### config.mk
export PLATFORM = sky130hd
export DESIGN_NAME = ratio_sin_engine_flat
export DESIGN_NICKNAME = d
export VERILOG_FILES = /design/src/rtl/ratio_sin_engine_pkg.sv /design/src/rtl/ratio_sin_engine_if.sv /design/src/rtl/ratio_sin_engine_iter_divider.sv /design/src/rtl/ratio_sin_engine.sv /design/src/flat_wrapper.sv
export SDC_FILE = /design/constraint.sdc
export NUM_CORES = 1
export LEC_CHECK = 0
export ABC_AREA = 1
export CORE_MARGIN = 1
export CORE_UTILIZATION = 25
export DETAILED_ROUTE_END_ITERATION = 16
export PLACE_DENSITY_LB_ADDON = 0.25
export SYNTH_ARGS = -nofsm -noshare
export SYNTH_HDL_FRONTEND = slang
export SYNTH_SLANG_ARGS = --single-unit
### constraint.sdc
create_clock -name clk -period 7.1 [get_ports clk]
set_clock_uncertainty 0.2 [all_clocks]
set_input_delay 1.42 -clock clk [delete_from_list [all_inputs] [get_ports clk]]
set_output_delay 1.42 -clock clk [all_outputs]
set_load 0.01 [all_outputs]
### src/rtl/ratio_sin_engine_pkg.sv
// Shared widths and FSM encoding for the ratio*sine engine.
// Quotient width and divisor width derive from the operand and fraction widths.
package ratio_sin_engine_pkg;

  localparam int DW   = 12;
  localparam int FRAC = 14;
  localparam int AW   = 10;
  localparam int SW   = 14;
  localparam int QW   = DW + FRAC;
  localparam int DIVW = DW + 2;
  localparam int YW   = QW + SW;
  localparam int CW   = $clog2(AW + 1);

  typedef enum logic [2:0] {
    ST_IDLE     = 3'd0,
    ST_WAIT_ANG = 3'd1,
    ST_DIV      = 3'd2,
    ST_MUL      = 3'd3,
    ST_DONE     = 3'd4
  } state_e;

endpackage

### src/rtl/ratio_sin_engine_if.sv
// Operand, serial-angle, sine-table and result signals of the engine.
// The engine uses the slave view; the surrounding system uses the master view.
interface ratio_sin_engine_if;
  import ratio_sin_engine_pkg::*;

  logic          in_valid;
  logic          in_ready;
  logic [DW-1:0] a;
  logic [DW-1:0] b;
  logic [DW-1:0] c;
  logic          ang_valid;
  logic          ang_bit;
  logic [AW-1:0] sin_addr;
  logic [SW-1:0] sin_data;
  logic          out_valid;
  logic          out_ready;
  logic [YW-1:0] y;
  logic          div_zero;

  modport slave (
    input  in_valid, a, b, c, ang_valid, ang_bit, sin_data, out_ready,
    output in_ready, sin_addr, out_valid, y, div_zero
  );

  modport master (
    output in_valid, a, b, c, ang_valid, ang_bit, sin_data, out_ready,
    input  in_ready, sin_addr, out_valid, y, div_zero
  );

endinterface

### src/rtl/ratio_sin_engine_iter_divider.sv
// Restoring divider producing one quotient bit per cycle, MSB first.
// A zero divisor reports dz and forces the quotient to all ones with unchanged latency.
module iter_divider
  import ratio_sin_engine_pkg::*;
#(
  parameter int NW  = QW,
  parameter int DVW = DIVW
) (
  input  logic           clk,
  input  logic           rst,
  input  logic           start,
  input  logic [NW-1:0]  dividend,
  input  logic [DVW-1:0] divisor,
  output logic           busy,
  output logic           done,
  output logic [NW-1:0]  quotient,
  output logic           dz
);

  localparam int CNTW = $clog2(NW);

  logic [DVW-1:0]  rem_q, rem_d;
  logic [DVW-1:0]  dvs_q, dvs_d;
  logic [NW-1:0]   dvd_q, dvd_d;
  logic [NW-1:0]   quo_q, quo_d;
  logic [CNTW-1:0] cnt_q, cnt_d;
  logic            busy_q, busy_d;
  logic            done_q, done_d;
  logic            dz_q, dz_d;
  logic [DVW:0]    trial;
  logic [DVW:0]    diff;
  logic            fits;

  always_comb begin
    rem_d  = rem_q;
    dvs_d  = dvs_q;
    dvd_d  = dvd_q;
    quo_d  = quo_q;
    cnt_d  = cnt_q;
    busy_d = busy_q;
    dz_d   = dz_q;
    done_d = 1'b0;
    trial  = {rem_q, dvd_q[NW-1]};
    diff   = trial - {1'b0, dvs_q};
    fits   = (trial >= {1'b0, dvs_q});

    if (start) begin
      rem_d  = '0;
      dvs_d  = divisor;
      dvd_d  = dividend;
      quo_d  = '0;
      cnt_d  = '0;
      busy_d = 1'b1;
      dz_d   = (divisor == '0);
    end else if (busy_q) begin
      // A fitting trial leaves a remainder below the divisor, so the top bit drops safely.
      rem_d = fits ? diff[DVW-1:0] : trial[DVW-1:0];
      dvd_d = {dvd_q[NW-2:0], 1'b0};
      quo_d = {quo_q[NW-2:0], fits};
      cnt_d = cnt_q + 1'b1;
      if (cnt_q == CNTW'(NW - 1)) begin
        busy_d = 1'b0;
        done_d = 1'b1;
      end
    end
  end

  always_ff @(posedge clk) begin
    if (rst) begin
      rem_q  <= '0;
      dvs_q  <= '0;
      dvd_q  <= '0;
      quo_q  <= '0;
      cnt_q  <= '0;
      busy_q <= 1'b0;
      done_q <= 1'b0;
      dz_q   <= 1'b0;
    end else begin
      rem_q  <= rem_d;
      dvs_q  <= dvs_d;
      dvd_q  <= dvd_d;
      quo_q  <= quo_d;
      cnt_q  <= cnt_d;
      busy_q <= busy_d;
      done_q <= done_d;
      dz_q   <= dz_d;
    end
  end

  assign busy     = busy_q;
  assign done     = done_q;
  assign dz       = dz_q;
  assign quotient = dz_q ? '1 : quo_q;

endmodule

### src/rtl/ratio_sin_engine.sv
// Computes y = (a/(a+b+c)) * sin(theta): latches operands, assembles the serial angle,
// runs the iterative divide, then registers quotient*sin_data until the consumer takes it.
module ratio_sin_engine
  import ratio_sin_engine_pkg::*;
(
  input logic               clk,
  input logic               rst,
  ratio_sin_engine_if.slave bus
);

  state_e          state_q, state_d;
  logic [AW-1:0]   ang_q, ang_d;
  logic [CW-1:0]   ang_cnt_q, ang_cnt_d;
  logic [DW-1:0]   a_q, a_d;
  logic [DIVW-1:0] sum_q, sum_d;
  logic [YW-1:0]   y_q, y_d;
  logic            dz_q, dz_d;

  logic            hs;
  logic            ang_take;
  logic            ang_done;
  logic [DIVW-1:0] in_sum;
  logic [DW-1:0]   div_a;
  logic [DIVW-1:0] div_dvs;
  logic            div_start;
  logic            div_busy;
  logic            div_done;
  logic            div_dz;
  logic [QW-1:0]   div_quo;

  assign bus.in_ready  = (state_q == ST_IDLE) && !rst;
  assign bus.out_valid = (state_q == ST_DONE);
  assign bus.y         = y_q;
  assign bus.div_zero  = dz_q;
  assign bus.sin_addr  = ang_q;

  assign hs       = bus.in_valid && bus.in_ready;
  assign in_sum   = DIVW'(bus.a) + DIVW'(bus.b) + DIVW'(bus.c);
  assign ang_take = ((state_q == ST_IDLE) || (state_q == ST_WAIT_ANG)) && bus.ang_valid
                    && (ang_cnt_q != CW'(AW));
  assign ang_done = (ang_cnt_q == CW'(AW)) || (ang_take && (ang_cnt_q == CW'(AW - 1)));

  // Starting in the handshake cycle uses the live operands; later starts use the latched copy.
  assign div_a   = (state_q == ST_IDLE) ? bus.a  : a_q;
  assign div_dvs = (state_q == ST_IDLE) ? in_sum : sum_q;

  iter_divider #(
    .NW  (QW),
    .DVW (DIVW)
  ) u_div (
    .clk      (clk),
    .rst      (rst),
    .start    (div_start),
    .dividend ({div_a, {FRAC{1'b0}}}),
    .divisor  (div_dvs),
    .busy     (div_busy),
    .done     (div_done),
    .quotient (div_quo),
    .dz       (div_dz)
  );

  always_comb begin
    state_d   = state_q;
    ang_d     = ang_q;
    ang_cnt_d = ang_cnt_q;
    a_d       = a_q;
    sum_d     = sum_q;
    y_d       = y_q;
    dz_d      = dz_q;
    div_start = 1'b0;

    if (ang_take) begin
      ang_d     = {ang_q[AW-2:0], bus.ang_bit};
      ang_cnt_d = ang_cnt_q + 1'b1;
    end

    case (state_q)
      ST_IDLE: begin
        if (hs) begin
          a_d   = bus.a;
          sum_d = in_sum;
          if (ang_done) begin
            state_d   = ST_DIV;
            div_start = 1'b1;
          end else begin
            state_d = ST_WAIT_ANG;
          end
        end
      end
      ST_WAIT_ANG: begin
        if (ang_done) begin
          state_d   = ST_DIV;
          div_start = 1'b1;
        end
      end
      ST_DIV: begin
        if (div_done && !div_busy) begin
          state_d = ST_MUL;
        end
      end
      ST_MUL: begin
        y_d     = YW'(div_quo) * YW'(bus.sin_data);
        dz_d    = div_dz;
        state_d = ST_DONE;
      end
      ST_DONE: begin
        if (bus.out_ready) begin
          ang_cnt_d = '0;
          state_d   = ST_IDLE;
        end
      end
      default: begin
        state_d = ST_IDLE;
      end
    endcase
  end

  always_ff @(posedge clk) begin
    if (rst) begin
      state_q   <= ST_IDLE;
      ang_q     <= '0;
      ang_cnt_q <= '0;
      a_q       <= '0;
      sum_q     <= '0;
      y_q       <= '0;
      dz_q      <= 1'b0;
    end else begin
      state_q   <= state_d;
      ang_q     <= ang_d;
      ang_cnt_q <= ang_cnt_d;
      a_q       <= a_d;
      sum_q     <= sum_d;
      y_q       <= y_d;
      dz_q      <= dz_d;
    end
  end

endmodule

### src/flat_wrapper.sv
// flat-port wrapper written by rule: the top's interface ports become plain ports
module ratio_sin_engine_flat import ratio_sin_engine_pkg::*;
  (clk, rst, bus_in_valid, bus_a, bus_b, bus_c, bus_ang_valid, bus_ang_bit, bus_sin_data, bus_out_ready, bus_in_ready, bus_sin_addr, bus_out_valid, bus_y, bus_div_zero);
  ratio_sin_engine_if bus_i ();
  input logic clk;
  input logic rst;
  input wire logic [$bits(bus_i.in_valid)-1:0] bus_in_valid;
  input wire logic [$bits(bus_i.a)-1:0] bus_a;
  input wire logic [$bits(bus_i.b)-1:0] bus_b;
  input wire logic [$bits(bus_i.c)-1:0] bus_c;
  input wire logic [$bits(bus_i.ang_valid)-1:0] bus_ang_valid;
  input wire logic [$bits(bus_i.ang_bit)-1:0] bus_ang_bit;
  input wire logic [$bits(bus_i.sin_data)-1:0] bus_sin_data;
  input wire logic [$bits(bus_i.out_ready)-1:0] bus_out_ready;
  output wire logic [$bits(bus_i.in_ready)-1:0] bus_in_ready;
  output wire logic [$bits(bus_i.sin_addr)-1:0] bus_sin_addr;
  output wire logic [$bits(bus_i.out_valid)-1:0] bus_out_valid;
  output wire logic [$bits(bus_i.y)-1:0] bus_y;
  output wire logic [$bits(bus_i.div_zero)-1:0] bus_div_zero;
  assign bus_i.in_valid = bus_in_valid;
  assign bus_i.a = bus_a;
  assign bus_i.b = bus_b;
  assign bus_i.c = bus_c;
  assign bus_i.ang_valid = bus_ang_valid;
  assign bus_i.ang_bit = bus_ang_bit;
  assign bus_i.sin_data = bus_sin_data;
  assign bus_i.out_ready = bus_out_ready;
  assign bus_in_ready = bus_i.in_ready;
  assign bus_sin_addr = bus_i.sin_addr;
  assign bus_out_valid = bus_i.out_valid;
  assign bus_y = bus_i.y;
  assign bus_div_zero = bus_i.div_zero;
  ratio_sin_engine u_core (.clk(clk), .rst(rst), .bus(bus_i));
endmodule
==> impl_metrics.json, run 1 <==
{
  "status": "complete, no violations",
  "syn_inst": 2727,
  "synth_seq_area_share": 0.158,
  "avgViaCountPerCell": 4.36,
  "synthDistinctLibCells": 53,
  "overflow": 0,
  "grt_pass1_vias": 18200,
  "cts_tree": "built",
  "worstPathArrival_ns": 7.09,
  "fmax_mhz": 145,
  "r2r-start": "u_core.u_div.dz",
  "muxShareOfSynthArea": 0.00501,
  "ff2ff_path_depth": 25,
  "dieArea_um2": 81100,
  "routed_wl_um": 62900,
  "crit_end": "u_core.bus.y[26]",
  "core_area_um2": 79000,
  "p_leak_nw": 12.0,
  "area_delta_synth_final_pct": 23.4,
  "pre_cts_ws_ns": -0.489,
  "drc_errors": 0,
  "synthesis.area_um2": 20000,
  "place.gp.congestion": 0.898,
  "rr_endpoint": "u_core.bus.y[34]",
  "track_usage": 0.161,
  "ios": 109,
  "drtPass1Iterations": 7,
  "crit_type": "in2reg",
  "synth_compound_area_frac": 0.0926,
  "max-slew-margin-rel": 0.535,
  "grt_max_degree": 68,
  "wl_per_cell_um": 15.6,
  "crit_required_ns": 7.28,
  "syn-num-nets": 3218,
  "numCtsBuffers": 17,
  "crit_family": "adder cells",
  "fillers": 8581,
  "vias": 17600,
  "setup_violations": 0,
  "worst-path-stages": 27,
  "tns_ns": 0,
  "hp-class": "reg2reg",
  "nets": 3460,
  "io_buffers": 108,
  "dp_hpwl_um": 52300,
  "use_met2": 0.257,
  "postSynthAreaPerCell_um2": 7.33,
  "ir_worst_vdd_mv": 0.169,
  "start_util": 0.253,
  "cp_slowest_cell": "fa_1",
  "ctsHoldBuffers": 0,
  "synth-seq-cells": 158,
  "top_usage_layer": "met2",
  "period_needed_ns": 6.91,
  "tightest_slew_ns": 0.697,
  "drive_gt1_frac": 0.111,
  "htreeDepth": 4,
  "reg2reg_slack_ns": 0.81,
  "critPathBufInv": 10,
  "cts.sinks": 158,
  "synth_xor_area_frac": 0.0175,
  "num_rows": 103,
  "grt_pass1_wl_um": 102000,
  "p_total_w": 0.00285,
  "antenna_cells": 0,
  "clk_path_buf_depth": 2,
  "async_flop_share": 0,
  "cp_slowest_stage_delay_ns": 0.51,
  "antenna_found_initial": 0,
  "die_y_um": 285,
  "synth-edff-count": 0,
  "cp-end-kind": "register",
  "hold_viol": 0,
  "cp_max_fo": 9,
  "die_x_um": 285,
  "synthSimpleGateAreaFrac": 0.230,
  "clk_pin_slew_ns": 0.08,
  "p_per_area_nw_per_um2": 115,
  "worst_slack_ns": 0.192,
  "worstSkewPairLatency_ns": 0.48,
  "yosys_warnings": 0,
  "worst_setup_path_start_kind": "primary input",
  "drt_iter0_markers": 910,
  "synth_ff_type": "dfxtp_1",
  "ant_nets": 0,
  "crit_start": "bus_sin_data[3]",
  "grtUsageMet1": 0.224,
  "drv_cap": 0,
  "synthAdderAreaFrac": 0.380,
  "drv_slew": 0,
  "period_share": 0.973,
  "grtUsageMet3": 0.0268,
  "clock-root-buffer": "clkbuf_16",
  "synth_top_family_by_area": "adder cells"
}
## power breakdown
| part | internal [W] | total [W] | switching (W) | leakage [nW] |
|---|---|---|---|---|
| Combinational | 0.000322 | 0.000851 | 0.000529 | 10.4 |
| Sequential | 0.000957 | 0.000999 | 0.0000421 | 1.28 |
| Clock | 0.000537 | 0.000996 | 0.000459 | 0.302 |
## logic make-up (layout without fill, tap and decap cells)
family                     Yosys count  after routing
AOI/OAI and AO/OA                  340            340
xor gates and xnor gates            40             40
adders and majority gates          435            435
buffers and inverters              604            859
DFF                                158            158
muxes                               10             10
and+or+nand+nor                   1140           1140
## placed cells by master, fill, tap and decap left out, types with 13 or more instances in the layout
cell type        netlist  layout
a21oi_2                0      18
clkdlybuf4s50_1        0     104
inv_1                503     499
o21ai_1               28      35
ha_1                 147     139
dfxtp_1              158     157
nor2_1               403     384
nand4_1               14      14
fa_1                 288     287
xnor2_1               14      13
buf_4                  3     178
nand2_1              572     564
a21oi_1              140     121
nor2_2                 3      19
clkinv_1              14      13
buf_12                 0      17
nand3_1              109     107
nand2_2                7      14
xor2_1                26      26
o21ai_0              111     102
clkbuf_16              0      17
## worst min path at each step
stage               slack (ns)      startpoint  cells after the start             end
finish                    0.25  u_core.a_q[10]                      2  u_core.a_q[10]
global route              0.27   u_core.a_q[9]                      2   u_core.a_q[9]
CTS                       0.25   u_core.a_q[7]                      2   u_core.a_q[7]
detailed placement        0.24   u_core.a_q[7]                      2   u_core.a_q[7]
global placement          0.24   u_core.a_q[9]                      2   u_core.a_q[9]
floorplan                 0.22   u_core.a_q[0]                      2   u_core.a_q[0]
## layer usage
metal,wire length (um),share of wire,vias up
li1,-,-,8840
met1,30600,0.49,8354
met2,28200,0.45,338
met3,2930,0.047,51
met4,1170,0.019,0
met5,0,0,-
## cell type report
type / count / area (um^2) / area share
well taps: 1050 / 1310 / 0.0533
inverters: 523 / 1970 / 0.0797
flip-flops and latches: 158 / 3160 / 0.128
repair buffers: 304 / 2770 / 0.112
multi-input cells: 1965 / 14800 / 0.601
clock buffers: 18 / 429 / 0.0174
clock inverters: 14 / 188 / 0.00761
## flip-flops by register name (all words and copies together), names as in the netlist
| name | cells |
|---|---|
| u_core.ang_cnt_q | 4 |
| u_core.u_div.cnt_q | 5 |
| u_core.state_q | 3 |
| u_core.sum_q | 14 |
| u_core.bus.div_zero | 1 |
| u_core.u_div.busy | 1 |
| u_core.u_div.done | 1 |
| u_core.u_div.rem_q | 14 |
| u_core.bus.sin_addr | 10 |
| u_core.u_div.dz | 1 |
| u_core.bus.y | 40 |
| u_core.u_div.dvs_q | 14 |
| u_core.a_q | 12 |
| u_core.u_div.quo_q | 26 |
| u_core.u_div.dvd_q | 12 |
## synth_stat cells (2+ instances only)
cell type,instances,area [um^2]
xnor2_1,14,123
inv_1,503,1890
nor3_1,13,65.1
buf_2,13,65.1
a21boi_0,4,30.0
nor2_1,403,1510
clkinv_1,14,52.6
o21ai_1,28,140
dfxtp_1,158,3160
o221ai_1,2,17.5
xor2_1,26,228
buf_4,3,22.5
fa_1,288,5770
o22ai_1,6,37.5
clkbuf_1,56,210
nand3_1,109,546
o21bai_1,9,67.6
nand2_2,7,43.8
and2_1,3,18.8
buf_6,5,56.3
nand3b_1,3,22.5
nor2_2,3,18.8
o21ai_2,2,17.5
a211oi_1,3,22.5
or2_2,5,31.3
nand4_1,14,87.6
mux2i_1,10,100
o21a_1,2,15.0
o211ai_1,6,45.0
nor4_1,2,12.5
a21o_1,7,52.6
ha_1,147,1840
buf_1,4,15.0
nand2_1,572,2150
a31oi_1,12,75.1
a21oi_1,140,701
o21ai_0,111,556
inv_2,5,18.8
## metrics by stage
| stage | hold WS (ns) | util | instance area [um^2] | instances |
|---|---|---|---|---|
| detailed placement | 0.241 | 0.300 | 23700 | 3997 |
| CTS | 0.253 | 0.308 | 24300 | 4029 |
| floorplan | 0.225 | - | 20000 | 2727 |
| global placement | 0.237 | 0.300 | 23700 | 3997 |
| global route | 0.266 | 0.312 | 24700 | 4032 |
| finish | 0.250 | 0.312 | 24700 | 4032 |
## worst reg2reg max path, stage by stage, from the launching register on
cell,delay [ns]
dfxtp_1,0.38
buf_12,0.19
nor2_1,0.12
inv_1,0.29
nand2_1,0.14
fa_1,0.53
fa_1,0.51
inv_1,0.05
fa_1,0.56
fa_1,0.45
fa_1,0.59
inv_1,0.07
fa_1,0.50
inv_1,0.05
ha_1,0.34
a21oi_2,0.17
o21ai_0,0.13
buf_4,0.16
a21oi_1,0.18
nor2_1,0.09
nor3_2,0.19
nand2_1,0.07
nand2_1,0.06
nand3_1,0.06
nand2_1,0.09
inv_1,0.03
## repair_timing
item / in CTS / in global routing
gates resized for setup: 1 / 89
setup buffers: 0 / 3
hold endpoints to repair: 0 / 0
pin swaps: 0 / 14
setup endpoints to repair: 1 / 24
(Power assumes the default switching activity.)
==> inputs of run 2 (changes only) <==
ABC_AREA = unset   (was 1)
CTS_CLUSTER_SIZE = 8   (was unset)
==> impl_metrics.json, run 2 <==
{
  "status": "complete, but fails checks",
  "violations": "negative setup slack",
  "hold_end": "u_core.bus.y[20]",
  "pre_cts_ws_ns": -0.957,
  "avgViaCountPerCell": 4.49,
  "synth-seq-cells": 158,
  "place.gp.congestion": 0.837,
  "overflow": 0,
  "core_area_um2": 77700,
  "async_flop_share": 0,
  "die_x_um": 283,
  "fillers": 8064,
  "drt_iter0_markers": 613,
  "vias": 16300,
  "synth_seq_area_share": 0.161,
  "crit_family": "adder cells",
  "crit_type": "in2reg",
  "htreeDepth": 4,
  "antenna_cells": 0,
  "clock-root-buffer": "clkbuf_16",
  "period_share": 1.00,
  "tns_ns": -0.0622,
  "syn-num-nets": 2835,
  "reg2reg_slack_ns": 0.20,
  "ctsHoldBuffers": 0,
  "grt_pass1_wl_um": 91500,
  "synth_compound_area_frac": 0.113,
  "cts.sinks": 158,
  "drtPass1Iterations": 7,
  "die_y_um": 283,
  "routed_wl_um": 55100,
  "drive_gt1_frac": 0.153,
  "grt_pass1_vias": 17200,
  "cp_slowest_cell": "fa_1",
  "period_needed_ns": 7.13,
  "cp_max_fo": 5,
  "cts_tree": "built",
  "worstPathArrival_ns": 7.31,
  "dieArea_um2": 79900,
  "yosys_warnings": 0,
  "r2r-start": "u_core.u_div.dz",
  "holdWs_ns": 0.256,
  "final_cell_mix": "390 x nand2_1, 322 x inv_1, 274 x fa_1",
  "holdPathStages": 2,
  "grt_max_degree": 58,
  "clk_path_buf_depth": 2,
  "tightest_slew_ns": 0.886,
  "synthDistinctLibCells": 66,
  "area_delta_synth_final_pct": 24.7,
  "fmax_mhz": 140,
  "critPathBufInv": 8,
  "worstSkewPairLatency_ns": 0.44,
  "drv_slew": 0,
  "synthSimpleGateAreaFrac": 0.206,
  "largest_reg_flops": 40,
  "ys_top_cells_by_area": "fa_1 29%, dfxtp_1 16%, ha_1 9.3%, nand2_1 7.5%, inv_1 6.4%",
  "hold_viol": 0,
  "rsz0062_at_grt": "true",
  "worst_slack_ns": -0.0298,
  "rr_endpoint": "u_core.bus.y[36]",
  "ant_nets": 0,
  "antenna_found_initial": 1,
  "io_buffers": 108,
  "num_rows": 102,
  "synth_top_family_by_area": "adder cells",
  "synth_ff_type": "dfxtp_1",
  "hold_path.startpoint": "u_core.bus.y[20]",
  "yosysTopAreaCellShare": 0.293,
  "postSynthAreaPerCell_um2": 8.40,
  "p_leak_nw": 11.1,
  "syn_inst": 2344,
  "track_usage": 0.144,
  "synthesis.area_um2": 19700,
  "start_util": 0.253,
  "clk_pin_slew_ns": 0.07,
  "synth.largest_area_cell": "fa_1",
  "ff2ff_path_depth": 24,
  "muxShareOfSynthArea": 0.0168,
  "wl_per_cell_um": 15.2,
  "drc_errors": 0,
  "final_core_util": 0.316,
  "drv_cap": 0,
  "yosys.cell_count.top_type": "nand2_1",
  "synth_xor_area_frac": 0.0294,
  "setup_violations": 4,
  "synth-edff-count": 0,
  "cp_common_cell": "fa_1",
  "dp_hpwl_um": 44700,
  "worst_setup_path_start_kind": "primary input",
  "p_per_area_nw_per_um2": 93.6,
  "synth_common_cells": "394 x nand2_1, 337 x inv_1, 288 x fa_1",
  "ir_worst_vdd_mv": 0.166,
  "p_total_w": 0.00230,
  "cp_slowest_stage_delay_ns": 0.55,
  "ios": 109,
  "synthAdderAreaFrac": 0.386,
  "crit_required_ns": 7.28,
  "final_common_cell": "nand2_1",
  "numCtsBuffers": 17,
  "nets": 3067,
  "hp-class": "reg2reg",
  "max-slew-margin-rel": 0.409,
  "cp-end-kind": "register"
}
[run 2: changes by cell type in the layout (fill, tap and decap cells not counted), sizes merged, moves of 38 or more]
cell	change
nand3	-92
nand2	-186
o21ai	-73
and2	+157
inv	-179
buf	+38
nor2	-301
[run 2: worst min-delay path, delay by kind of cell, from the launching register on]
kind | cells | cell delay [ns]
AOI/OAI and AO/OA | 1 | 0.05
and+or+nand+nor | 1 | 0.05
DFF | 1 | 0.31
[run 2: metal layers]
metal | global-route usage | wire length (um) | up-vias | share of wire
li1 | - | - | 7904 | -
met1 | 0.190 | 25800 | 8051 | 0.47
met2 | 0.240 | 25900 | 255 | 0.47
met3 | 0.0235 | 2030 | 62 | 0.037
met4 | 0.0427 | 1300 | 2 | 0.024
met5 | 0 | 11 | - | 0.00020
[run 2: layout make-up]
type | count | area (um^2) | share of cell area
clock buffer | 19 | 433 | 0.0176
clock inverter | 12 | 163 | 0.00662
inverter | 337 | 1260 | 0.0515
multi-input combinational | 1727 | 15200 | 0.620
sequential | 158 | 3170 | 0.129
tap | 1040 | 1300 | 0.0530
timing repair buffer | 335 | 3020 | 0.123
[run 2: worst max path at each step]
stage | from | slack (ns) | cells after the start | endpoint
2_1_floorplan | bus_sin_data[5] | 0.006 | 22 | u_core.bus.y[37]
3_3_place_gp | bus_sin_data[2] | -1.0 | 25 | u_core.bus.y[37]
3_5_place_dp | bus_sin_data[2] | -0.96 | 25 | u_core.bus.y[37]
4_1_cts | bus_sin_data[11] | -0.004 | 23 | u_core.bus.y[37]
5_1_grt | bus_sin_data[4] | -0.21 | 26 | u_core.bus.y[37]
6_report | bus_sin_data[4] | -0.03 | 25 | u_core.bus.y[36]
[run 2: power breakdown]
part           internal, W  switching [W]
Combinational     0.000176       0.000234
Clock             0.000557       0.000405
Sequential        0.000911      0.0000169
Total              0.00164       0.000656
[run 2: logic make-up after synthesis]
| family | count (synthesis) |
|---|---|
| flip-flops | 158 |
| adder cells (fa/ha/maj) | 435 |
| AND/OR/NAND/NOR | 848 |
| AO/OA/AOI/OAI | 345 |
| buffers and inverters | 459 |
| multiplexers | 33 |
| XOR/XNOR | 66 |
[run 2: metrics by stage]
stage / std cells / area, um^2
2_1_floorplan: 2344 / 19800
3_3_place_gp: 3562 / 23300
3_5_place_dp: 3562 / 23300
4_1_cts: 3621 / 24400
5_1_grt: 3628 / 24600
6_report: 3628 / 24600
[run 2: repair_timing]
item / CTS / global route
pin swaps: 60 / 48
buffers inserted: 28 / 8
gates cloned: 2 / 0
gates resized for setup: 121 / 53
setup endpoints to repair: 19 / 19
